==> config.mk <==
export PLATFORM = sky130hd
export DESIGN_NAME = response_encoder
export DESIGN_NICKNAME = d
export VERILOG_FILES = /design/src/rtl/response_encoder.sv
export SDC_FILE = /design/constraint.sdc
export NUM_CORES = 1
export LEC_CHECK = 0
export CORE_MARGIN = 2
export CORE_UTILIZATION = 40
export CTS_BUF_LIST = sky130_fd_sc_hd__clkbuf_2 sky130_fd_sc_hd__clkbuf_4 sky130_fd_sc_hd__clkbuf_8
export DETAILED_ROUTE_END_ITERATION = 12
export GPL_TIMING_DRIVEN = 0
export PLACE_DENSITY = 0.72
export SLEW_MARGIN = 40
export SYNTH_ARGS = -nofsm -noshare
export SYNTH_HDL_FRONTEND = slang
export SYNTH_SLANG_ARGS = --single-unit
==> constraint.sdc <==
create_clock -name clock -period 2.05 [get_ports clock]
set_clock_uncertainty 0.2 [all_clocks]
set_input_delay 0.5125 -clock clock [delete_from_list [all_inputs] [get_ports clock]]
set_output_delay 0.5125 -clock clock [all_outputs]
set_load 0.02 [all_outputs]
==> src/rtl/response_encoder.sv <==
// -----------------------------------------------------------------------------
// response_encoder
//
// Transmit side of the host command link. On an accepted start request the
// command result (command, 15-bit address, 32-bit data, 2-bit error code) is
// latched into a frame register and serialized as a fixed-length sequence of
// 8N1 UART bytes. Byte order on the line:
//   0: command
//   1: {1'b0, address[14:8]}
//   2: address[7:0]
//   3..6: data, MSB byte first
//   7: {6'b0, error}
//   8: XOR of bytes 0..7 (only when RESPONSE_CHECKSUM_EN is defined)
//
// Configuration macro: RESPONSE_CHECKSUM_EN
//   defined   -> 9-byte frame with trailing XOR checksum byte
//   undefined -> 8-byte frame, no checksum logic
//
// Parameters:
//   CLKS_PER_BIT  clock cycles per UART bit (minimum 2)
//
// Ports:
//   clock         system clock
//   reset_n       synchronous, active-low reset
//   i_start       request to send one frame (sampled only while idle)
//   i_command     command byte to echo
//   i_address     15-bit address to echo
//   i_data        32-bit data word
//   i_error       2-bit error code
//   o_serial      UART line, idle high
//   o_busy        frame in progress
//   o_done        one-cycle pulse in the first cycle after the last stop bit
//   o_byte_index  index of the byte currently on the line (debug)
//   state         FSM state encoding (debug)
// -----------------------------------------------------------------------------
module response_encoder #(
    parameter int CLKS_PER_BIT = 868
) (
    input  logic        clock,
    input  logic        reset_n,
    input  logic        i_start,
    input  logic [7:0]  i_command,
    input  logic [14:0] i_address,
    input  logic [31:0] i_data,
    input  logic [1:0]  i_error,
    output logic        o_serial,
    output logic        o_busy,
    output logic        o_done,
    output logic [3:0]  o_byte_index,
    output logic [2:0]  state
);

    localparam int CNT_W = (CLKS_PER_BIT > 2) ? $clog2(CLKS_PER_BIT) : 1;

`ifdef RESPONSE_CHECKSUM_EN
    localparam int NUM_BYTES = 9;
`else
    localparam int NUM_BYTES = 8;
`endif

    localparam int FRAME_W = NUM_BYTES * 8;

    localparam logic [CNT_W-1:0] CNT_LAST  = CNT_W'(CLKS_PER_BIT - 1);
    localparam logic [CNT_W-1:0] CNT_ONE   = CNT_W'(1);
    localparam logic [CNT_W-1:0] CNT_ZERO  = CNT_W'(0);
    localparam logic [3:0]       LAST_BYTE = 4'(NUM_BYTES - 1);

    // NEXT is a reserved encoding: the byte-advance bookkeeping happens in the
    // last STOP cycle, so the FSM never sits in it.
    typedef enum logic [2:0] {
        IDLE  = 3'd0,
        START = 3'd1,
        DATA  = 3'd2,
        STOP  = 3'd3,
        NEXT  = 3'd4
    } state_t;

`ifdef RESPONSE_CHECKSUM_EN
    // XOR of the eight payload bytes.
    function automatic logic [7:0] xor_bytes(input logic [63:0] payload);
        logic [7:0] acc;
        acc = 8'h00;
        for (int i = 0; i < 8; i++) begin
            acc = acc ^ payload[8*i +: 8];
        end
        return acc;
    endfunction
`endif

    // Assemble the frame with byte 0 in the least significant position.
    function automatic logic [FRAME_W-1:0] build_frame(
        input logic [7:0]  cmd,
        input logic [14:0] addr,
        input logic [31:0] data,
        input logic [1:0]  err
    );
        logic [63:0] payload;
        payload = {{6'b000000, err},
                   data[7:0], data[15:8], data[23:16], data[31:24],
                   addr[7:0],
                   {1'b0, addr[14:8]},
                   cmd};
`ifdef RESPONSE_CHECKSUM_EN
        return {xor_bytes(payload), payload};
`else
        return payload;
`endif
    endfunction

    // Pick one byte out of the frame register by index.
    function automatic logic [7:0] sel_byte(
        input logic [FRAME_W-1:0] frame,
        input logic [3:0]         idx
    );
        logic [7:0] b;
        case (idx)
            4'd0:    b = frame[7:0];
            4'd1:    b = frame[15:8];
            4'd2:    b = frame[23:16];
            4'd3:    b = frame[31:24];
            4'd4:    b = frame[39:32];
            4'd5:    b = frame[47:40];
            4'd6:    b = frame[55:48];
            4'd7:    b = frame[63:56];
`ifdef RESPONSE_CHECKSUM_EN
            4'd8:    b = frame[71:64];
`endif
            default: b = 8'hFF;
        endcase
        return b;
    endfunction

    state_t               state_r,    state_s;
    logic [CNT_W-1:0]     clk_cnt_r,  clk_cnt_s;
    logic [2:0]           bit_cnt_r,  bit_cnt_s;
    logic [3:0]           byte_idx_r, byte_idx_s;
    logic [7:0]           shift_r,    shift_s;
    logic [FRAME_W-1:0]   frame_r,    frame_s;
    logic                 serial_r,   serial_s;
    logic                 busy_r,     busy_s;
    logic                 done_r,     done_s;

    // Next-state and next-output computation for the byte sequencer.
    always_comb begin
        state_s    = state_r;
        clk_cnt_s  = clk_cnt_r;
        bit_cnt_s  = bit_cnt_r;
        byte_idx_s = byte_idx_r;
        shift_s    = shift_r;
        frame_s    = frame_r;
        serial_s   = serial_r;
        busy_s     = busy_r;
        done_s     = 1'b0;

        case (state_r)
            IDLE: begin
                serial_s   = 1'b1;
                busy_s     = 1'b0;
                byte_idx_s = 4'd0;
                clk_cnt_s  = CNT_ZERO;
                bit_cnt_s  = 3'd0;
                if (i_start) begin
                    // Start bit goes out in the very next cycle.
                    frame_s  = build_frame(i_command, i_address, i_data, i_error);
                    shift_s  = i_command;
                    state_s  = START;
                    serial_s = 1'b0;
                    busy_s   = 1'b1;
                end else begin
                    state_s = IDLE;
                end
            end

            START: begin
                if (clk_cnt_r == CNT_LAST) begin
                    clk_cnt_s = CNT_ZERO;
                    bit_cnt_s = 3'd0;
                    state_s   = DATA;
                    serial_s  = shift_r[0];
                    shift_s   = {1'b0, shift_r[7:1]};
                end else begin
                    clk_cnt_s = clk_cnt_r + CNT_ONE;
                end
            end

            DATA: begin
                if (clk_cnt_r == CNT_LAST) begin
                    clk_cnt_s = CNT_ZERO;
                    if (bit_cnt_r == 3'd7) begin
                        bit_cnt_s = 3'd0;
                        state_s   = STOP;
                        serial_s  = 1'b1;
                    end else begin
                        bit_cnt_s = bit_cnt_r + 3'd1;
                        serial_s  = shift_r[0];
                        shift_s   = {1'b0, shift_r[7:1]};
                    end
                end else begin
                    clk_cnt_s = clk_cnt_r + CNT_ONE;
                end
            end

            STOP: begin
                if (clk_cnt_r == CNT_LAST) begin
                    clk_cnt_s = CNT_ZERO;
                    if (byte_idx_r == LAST_BYTE) begin
                        state_s    = IDLE;
                        serial_s   = 1'b1;
                        busy_s     = 1'b0;
                        done_s     = 1'b1;
                        byte_idx_s = 4'd0;
                    end else begin
                        // Advance to the next byte with no idle gap.
                        byte_idx_s = byte_idx_r + 4'd1;
                        shift_s    = sel_byte(frame_r, byte_idx_r + 4'd1);
                        state_s    = START;
                        serial_s   = 1'b0;
                    end
                end else begin
                    clk_cnt_s = clk_cnt_r + CNT_ONE;
                end
            end

            default: begin
                state_s    = IDLE;
                clk_cnt_s  = CNT_ZERO;
                bit_cnt_s  = 3'd0;
                byte_idx_s = 4'd0;
                serial_s   = 1'b1;
                busy_s     = 1'b0;
            end
        endcase
    end

    // State and output registers with synchronous active-low reset.
    always_ff @(posedge clock) begin
        if (!reset_n) begin
            state_r    <= IDLE;
            clk_cnt_r  <= CNT_ZERO;
            bit_cnt_r  <= 3'd0;
            byte_idx_r <= 4'd0;
            shift_r    <= 8'h00;
            frame_r    <= {FRAME_W{1'b0}};
            serial_r   <= 1'b1;
            busy_r     <= 1'b0;
            done_r     <= 1'b0;
        end else begin
            state_r    <= state_s;
            clk_cnt_r  <= clk_cnt_s;
            bit_cnt_r  <= bit_cnt_s;
            byte_idx_r <= byte_idx_s;
            shift_r    <= shift_s;
            frame_r    <= frame_s;
            serial_r   <= serial_s;
            busy_r     <= busy_s;
            done_r     <= done_s;
        end
    end

    assign o_serial     = serial_r;
    assign o_busy       = busy_r;
    assign o_done       = done_r;
    assign o_byte_index = byte_idx_r;
    assign state        = state_r;

endmodule

== Yosys cells after proc, flatten, opt, wreduce, memory -nomap -nowiden ==
Cells that the tools add are included.
Cells by class
  mux-type cells: 33
  bitwise logic cells: 4
  $add $sub $neg: 3
  reduce and logical (&&, ||, !) cells: 14
  equal/unequal tests: 21
Operators with widths (number)
  8-bit case mux with 8 select lines: 1
  8-bit two-way mux: 6
  8-bit case mux with 4 select lines: 1
  3-bit two-way mux: 7
  4-bit by 3-bit == test with 1-bit output (second input constant): 5
  2-bit inequality test (second input constant): 8
  3-bit case mux with 4 select lines: 1
  3-bit AND reduction: 4
  1-bit two-way mux: 11
  10-bit by 1-bit adder with 10-bit output (second input constant): 1
  10-bit == test (second input constant): 1
  3-bit case mux with 3 select lines: 1
  4-bit by 2-bit == test with 1-bit output (second input constant): 2
  4-bit two-way mux: 2
  4-bit case mux with 2 select lines: 1
  7-bit AND reduction: 1
  3-bit by 2-bit == test with 1-bit output (second input constant): 2
  3-bit OR reduction: 2
  4-bit by 1-bit adder with 4-bit output (second input constant): 1
  4-bit by 1-bit == test with 1-bit output (second input constant): 1
  4-bit zero test: 1
  1-bit inverter: 4
  1-bit case mux with 4 select lines: 1
  2-bit AND reduction: 2
  8 further kinds: 8
Word-level totals
  logic and storage cells: 84
  output and inout bits: 10
  register bits after elaboration: 88
  input bits: 60

== Logic depth before layout (Yosys ltp) ==
  word-level depth: 6
  gate-level depth with buffers: 8

== Least setup slack after synthesis ==
OpenSTA, ideal clock, no wires.
  kind: register to register
  start: register byte_idx_r[0] (netlist: o_byte_index[0])
  end: register shift_r[5]
  data arrival time: 2021 ps
  period minus slack after synthesis: 2352 ps
  path slack: -302 ps
  cell stages (with the launch flop): 9
  buffers on the path: 1
  cells stage by stage: dfxtp_1 > ha_1 > clkbuf_1 > nor2b_1 > a21o_1 > o21ai_2 > nor3_1 > a2111oi_0 > a31oi_1
Between the ends
  longest elaborated chain between the ends: 6
  elaborated cells on any way between the ends: 16
  those cells by class: add/sub: 1; eq/ne: 9; mux: 4; reduce/logical: 2
RTL lines
  from (decl): line 136  | logic [3:0] byte_idx_r, byte_idx_s;
  from (signal assigned): line 251  | byte_idx_r <= byte_idx_s;
  4-bit by 1-bit adder with 4-bit output: line 215  | shift_s = sel_byte(frame_r, byte_idx_r + 4'd1);
  4-bit by 3-bit == test with 1-bit output (tied with other cells): line 116  | case (idx)
  8-bit case mux with 8 select lines: line 116
  8-bit two-way mux: line 206  | if (byte_idx_r == LAST_BYTE) begin
  8-bit two-way mux: line 204  | if (clk_cnt_r == CNT_LAST) begin
  8-bit case mux with 4 select lines: line 155  | case (state_r)
  to (signal assigned): line 252  | shift_r <= shift_s;
  to (decl): line 137  | logic [7:0] shift_r, shift_s;
Several ways; a longest one is shown, not always the timed one. The select of a mux whose other input is x is not followed.
A chain may end at the register's enable or synchronous reset.

== Final worst setup path ==
  start: register byte_idx_r[1] (netlist: o_byte_index[1])
  end: register shift_r[0]
Same word-level chain as after synthesis.

==> reports/summary.txt <==
CLOCK NETWORK
-------------------------------------------------------------------------------
Sink Count                                                                   87
Number of CTS-inserted buffers                                                9
H-Tree Depth                                                                  3
TritonCTS clock tree                                                       done
Clock latency on the worst-skew pair                                    0.38 ns
Master cell of the clock root buffer                               sky130_fd_sc_hd__clkbuf_8
Clock transition at path regs                                           0.10 ns
Maximum buffer depth of the clock tree                                        2

SETUP PATH
-------------------------------------------------------------------------------
Launch point of the critical path                                  o_byte_index[1]
Reg-to-reg critical path startpoint                                o_byte_index[1]
Worst-path fanout max                                                        10
Critical Path, Cell by Cell                                        buf_6, inv_6, ha_4, buf_12, buf_8, a222oi_1, a21o_1, a31oi_1
Worst Path Class, Setup                                            flop to flop
Worst path top cell family by delay                                compound AO/OA/AOI/OAI gates
Crit path DAT                                                           2.22 ns
Data required time at the worst endpoint                                2.12 ns
CP Buf/Inv Count                                                              4
Startpoint type of the worst setup path                                    flop
Slowest library cell on the worst path                             sky130_fd_sc_hd__a222oi_1
Delay of the slowest cell on the worst path                             0.59 ns
CP Capture Type                                                            flop
Slack of the worst reg-to-reg path                                      -0.1 ns

GRT
-------------------------------------------------------------------------------
Number of global-route vias before repair                                 4,008
Wire length of the first global-routing pass                            19.4 mm
Pin count of the biggest net entering global routing                         18
Total overflow reported by the global router                                  0
GR Util All Layers                                                        0.222
Antenna violations before repair                                              0

POWER AND IR DROP
-------------------------------------------------------------------------------
Sequential Power Share                                                    0.424
Switch share                                                              0.361
P per Cell Area                                                      932 nW/um2
Switching power                                                         1.89 mW
Part of the power in the clock network                                    0.249
Int Power                                                               3.35 mW
Max IR drop VDD                                                      0.000402 V
Gate power share                                                          0.326
Total leakage power                                                     2.04 nW

YOSYS
-------------------------------------------------------------------------------
Gate Count Post-Synth                                                       531
Fraction of the yosys area taken by sequential cells                      0.428
Most used standard cell by instance count after synthesis          sky130_fd_sc_hd__nand2_1
Post-synth EDFFs                                                              0
Post-synth top area share                                                 0.428
Count of different cell masters after synthesis                              52
Most instantiated cells after synthesis                            sky130_fd_sc_hd__nand2_1 (139), sky130_fd_sc_hd__dfxtp_1 (87), sky130_fd_sc_hd__a21oi_1 (76)
Syn Std Cell Area                                                      4070 um2
Cell type contributing the most total cell area after synthesis    sky130_fd_sc_hd__dfxtp_1
Post-synthesis register bit count                                            87
Synthesized Nets                                                            604
Synth Area per Inst                                                    7.67 um2
Post-synth top flop                                                sky130_fd_sc_hd__dfxtp_1
Leading post-synthesis cells by cell area                          sky130_fd_sc_hd__dfxtp_1 (43%), sky130_fd_sc_hd__nand2_1 (13%), sky130_fd_sc_hd__a21oi_1 (9.3%), sky130_fd_sc_hd__ha_1 (4.0%), sky130_fd_sc_hd__nor2_1 (3.3%)
Async SR Flop Fraction                                                        0
Count of synthesis-stage warnings from yosys                                  0

TIMING
-------------------------------------------------------------------------------
Final count of hold timing violations                                         0
PnR worst setup slack                                                -0.0986 ns
Maximum clock frequency                                                 465 MHz
Worst slew slack as a fraction of its limit                               0.581
Setup TNS                                                             -0.234 ns
Setup repair after global routing missed its margin                         yes
Minimum clock period after layout                                       2.15 ns
Worst hold-check slack                                                 0.258 ns
Share of the clock period used by the worst path after layout              1.05
Final-report max-slew violation count                                         0
Slew of the pin with the lowest slew margin                            0.628 ns
Setup violations, final                                                       6

JOB
-------------------------------------------------------------------------------
Number of max-cap violations                                                  0

HOLD PATH
-------------------------------------------------------------------------------
Tightest Hold Check Type                                           flop to flop
Worst min-delay path startpoint                                    clk_cnt_r[0]

FLOORPLANNING
-------------------------------------------------------------------------------
Floorplan die height                                                     105 um
Die X-Extent                                                             105 um
Top-Level Pins                                                               70
Placeable Area                                                         9820 um2
Die outline area                                                     11,000 um2
Site row count                                                               36
Initial Utilization                                                       0.415

ROUTING
-------------------------------------------------------------------------------
Routed wirelength normalized by instance count                          16.0 um
Number of DRC violations after detailed-routing iteration 0                 284
First-pass iteration count of the detailed router                             6
Vias                                                                      4,169
Total DRC errors in the routed layout                                         0
Routed wire length                                                      12.2 mm
Number of vias per cell after detailed routing                             5.46
Final antenna-violating net count                                             0

PLACEMENT
-------------------------------------------------------------------------------
Placed Area                                                            4980 um2
Number of placed instances, taps included                                   731
PortBufs                                                                     67
Detailed Place HPWL                                                     8.65 mm
Final weighted congestion of routability-driven global placement          0.882

OUTCOME
-------------------------------------------------------------------------------
Violated checks                                                    negative setup slack
Run status                                                         finished with violations

FINISH
-------------------------------------------------------------------------------
Finished Layout Cells                                                       763
Inserted Diodes                                                               0
Proportion of layout cells with a drive suffix above 1                    0.170
Final Cell Area                                                        5620 um2
FILL cells                                                                  914
Area growth from synthesis to layout                                      38.0%
Nets                                                                        698

[cell families (layout without fill, tap and decap cells)]
logic type               Yosys count  count (layout)  share of synthesized area
AND/OR/NAND/NOR                  225             225                      0.238
XOR/XNOR                           9               9                     0.0194
adder cells (fa/ha/maj)           13              13                     0.0400
AO/OA/AOI/OAI                    145             145                      0.224
multiplexers                       1               1                    0.00246
buffers and inverters             50             149                     0.0479
other                              1               1                   0.000921
flip-flops                        87              87                      0.428
[flip-flops by register name, summed over array words and instances, names as in the netlist]
name,flops
bit_cnt_r,3
clk_cnt_r,10
frame_r,57
o_busy,1
o_byte_index,4
o_done,1
o_serial,1
shift_r,8
state,2
[timing repair]
action | 4_1_cts | 5_1_grt
endpoints found under the hold margin | 0 | 0
hold buffers | 0 | 0
buffers inserted | 11 | 9
endpoints found under the setup margin | 76 | 43
pin swaps | 21 | 22
resized for setup | 68 | 40
[path summary, 6_finish.rpt]
kind | cells past startpoint | endpoint
hold / removal | 1 | clk_cnt_r[0]
setup / recovery | 8 | shift_r[0]
hold reg to reg | 1 | clk_cnt_r[0]
setup reg to reg | 8 | shift_r[0]
[final cells by class]
type                            instances  area, um2  share of cell area
Multi-Input combinational cell        394       2360               0.420
Sequential cell                        87       1760               0.313
Timing Repair Buffer                   87        846               0.150
Buffer                                 33        214              0.0381
Tap cell                              133        166              0.0296
Clock buffer                            9        124              0.0220
Clock inverter                          7       91.3              0.0163
Inverter                               13       56.3              0.0100
[power groups by stage]
stage / Combinational (mW) / Sequential [mW] / Clock, mW
2_1_floorplan: 0.977 / 2.20 / 0
3_3_place_gp: 1.42 / 2.22 / 0
3_5_place_dp: 1.45 / 2.23 / 0
4_1_cts: 1.58 / 2.21 / 1.31
5_1_grt: 1.88 / 2.26 / 1.38
6_report: 1.71 / 2.22 / 1.31
[per-layer routing]
metal | share of wire | vias up | track usage
met5 | 0 | - | 0
met4 | 0.028 | 0 | 0.100
met3 | 0.070 | 36 | 0.0455
met2 | 0.48 | 198 | 0.368
met1 | 0.42 | 1917 | 0.276
li1 | - | 2018 | -
[layout by cell type (no fill, tap or decap), drive strengths merged, types with 7 or more instances in the layout]
master           n
ha              13
nand3           12
buf             29
nand2b           7
inv             15
clkdlybuf4s50   59
nor3             8
a22oi            7
o21ai           17
a222oi          11
clkbuf          33
a21oi           76
nand2          139
a21o             8
nor2            36
dfxtp           87
[metrics by stage]
| step | setup slack [ns] | total power [mW] | util |
|---|---|---|---|
| after floorplan | -0.00964 | 3.18 | - |
| after global routing | -0.164 | 5.52 | 0.572 |
| final | -0.0986 | 5.24 | 0.572 |
| after detailed placement | -0.865 | 3.69 | 0.508 |
| after CTS | -0.0199 | 5.11 | 0.554 |
| after global placement | -0.818 | 3.64 | 0.508 |
Power figures use the tool's default switching activity.
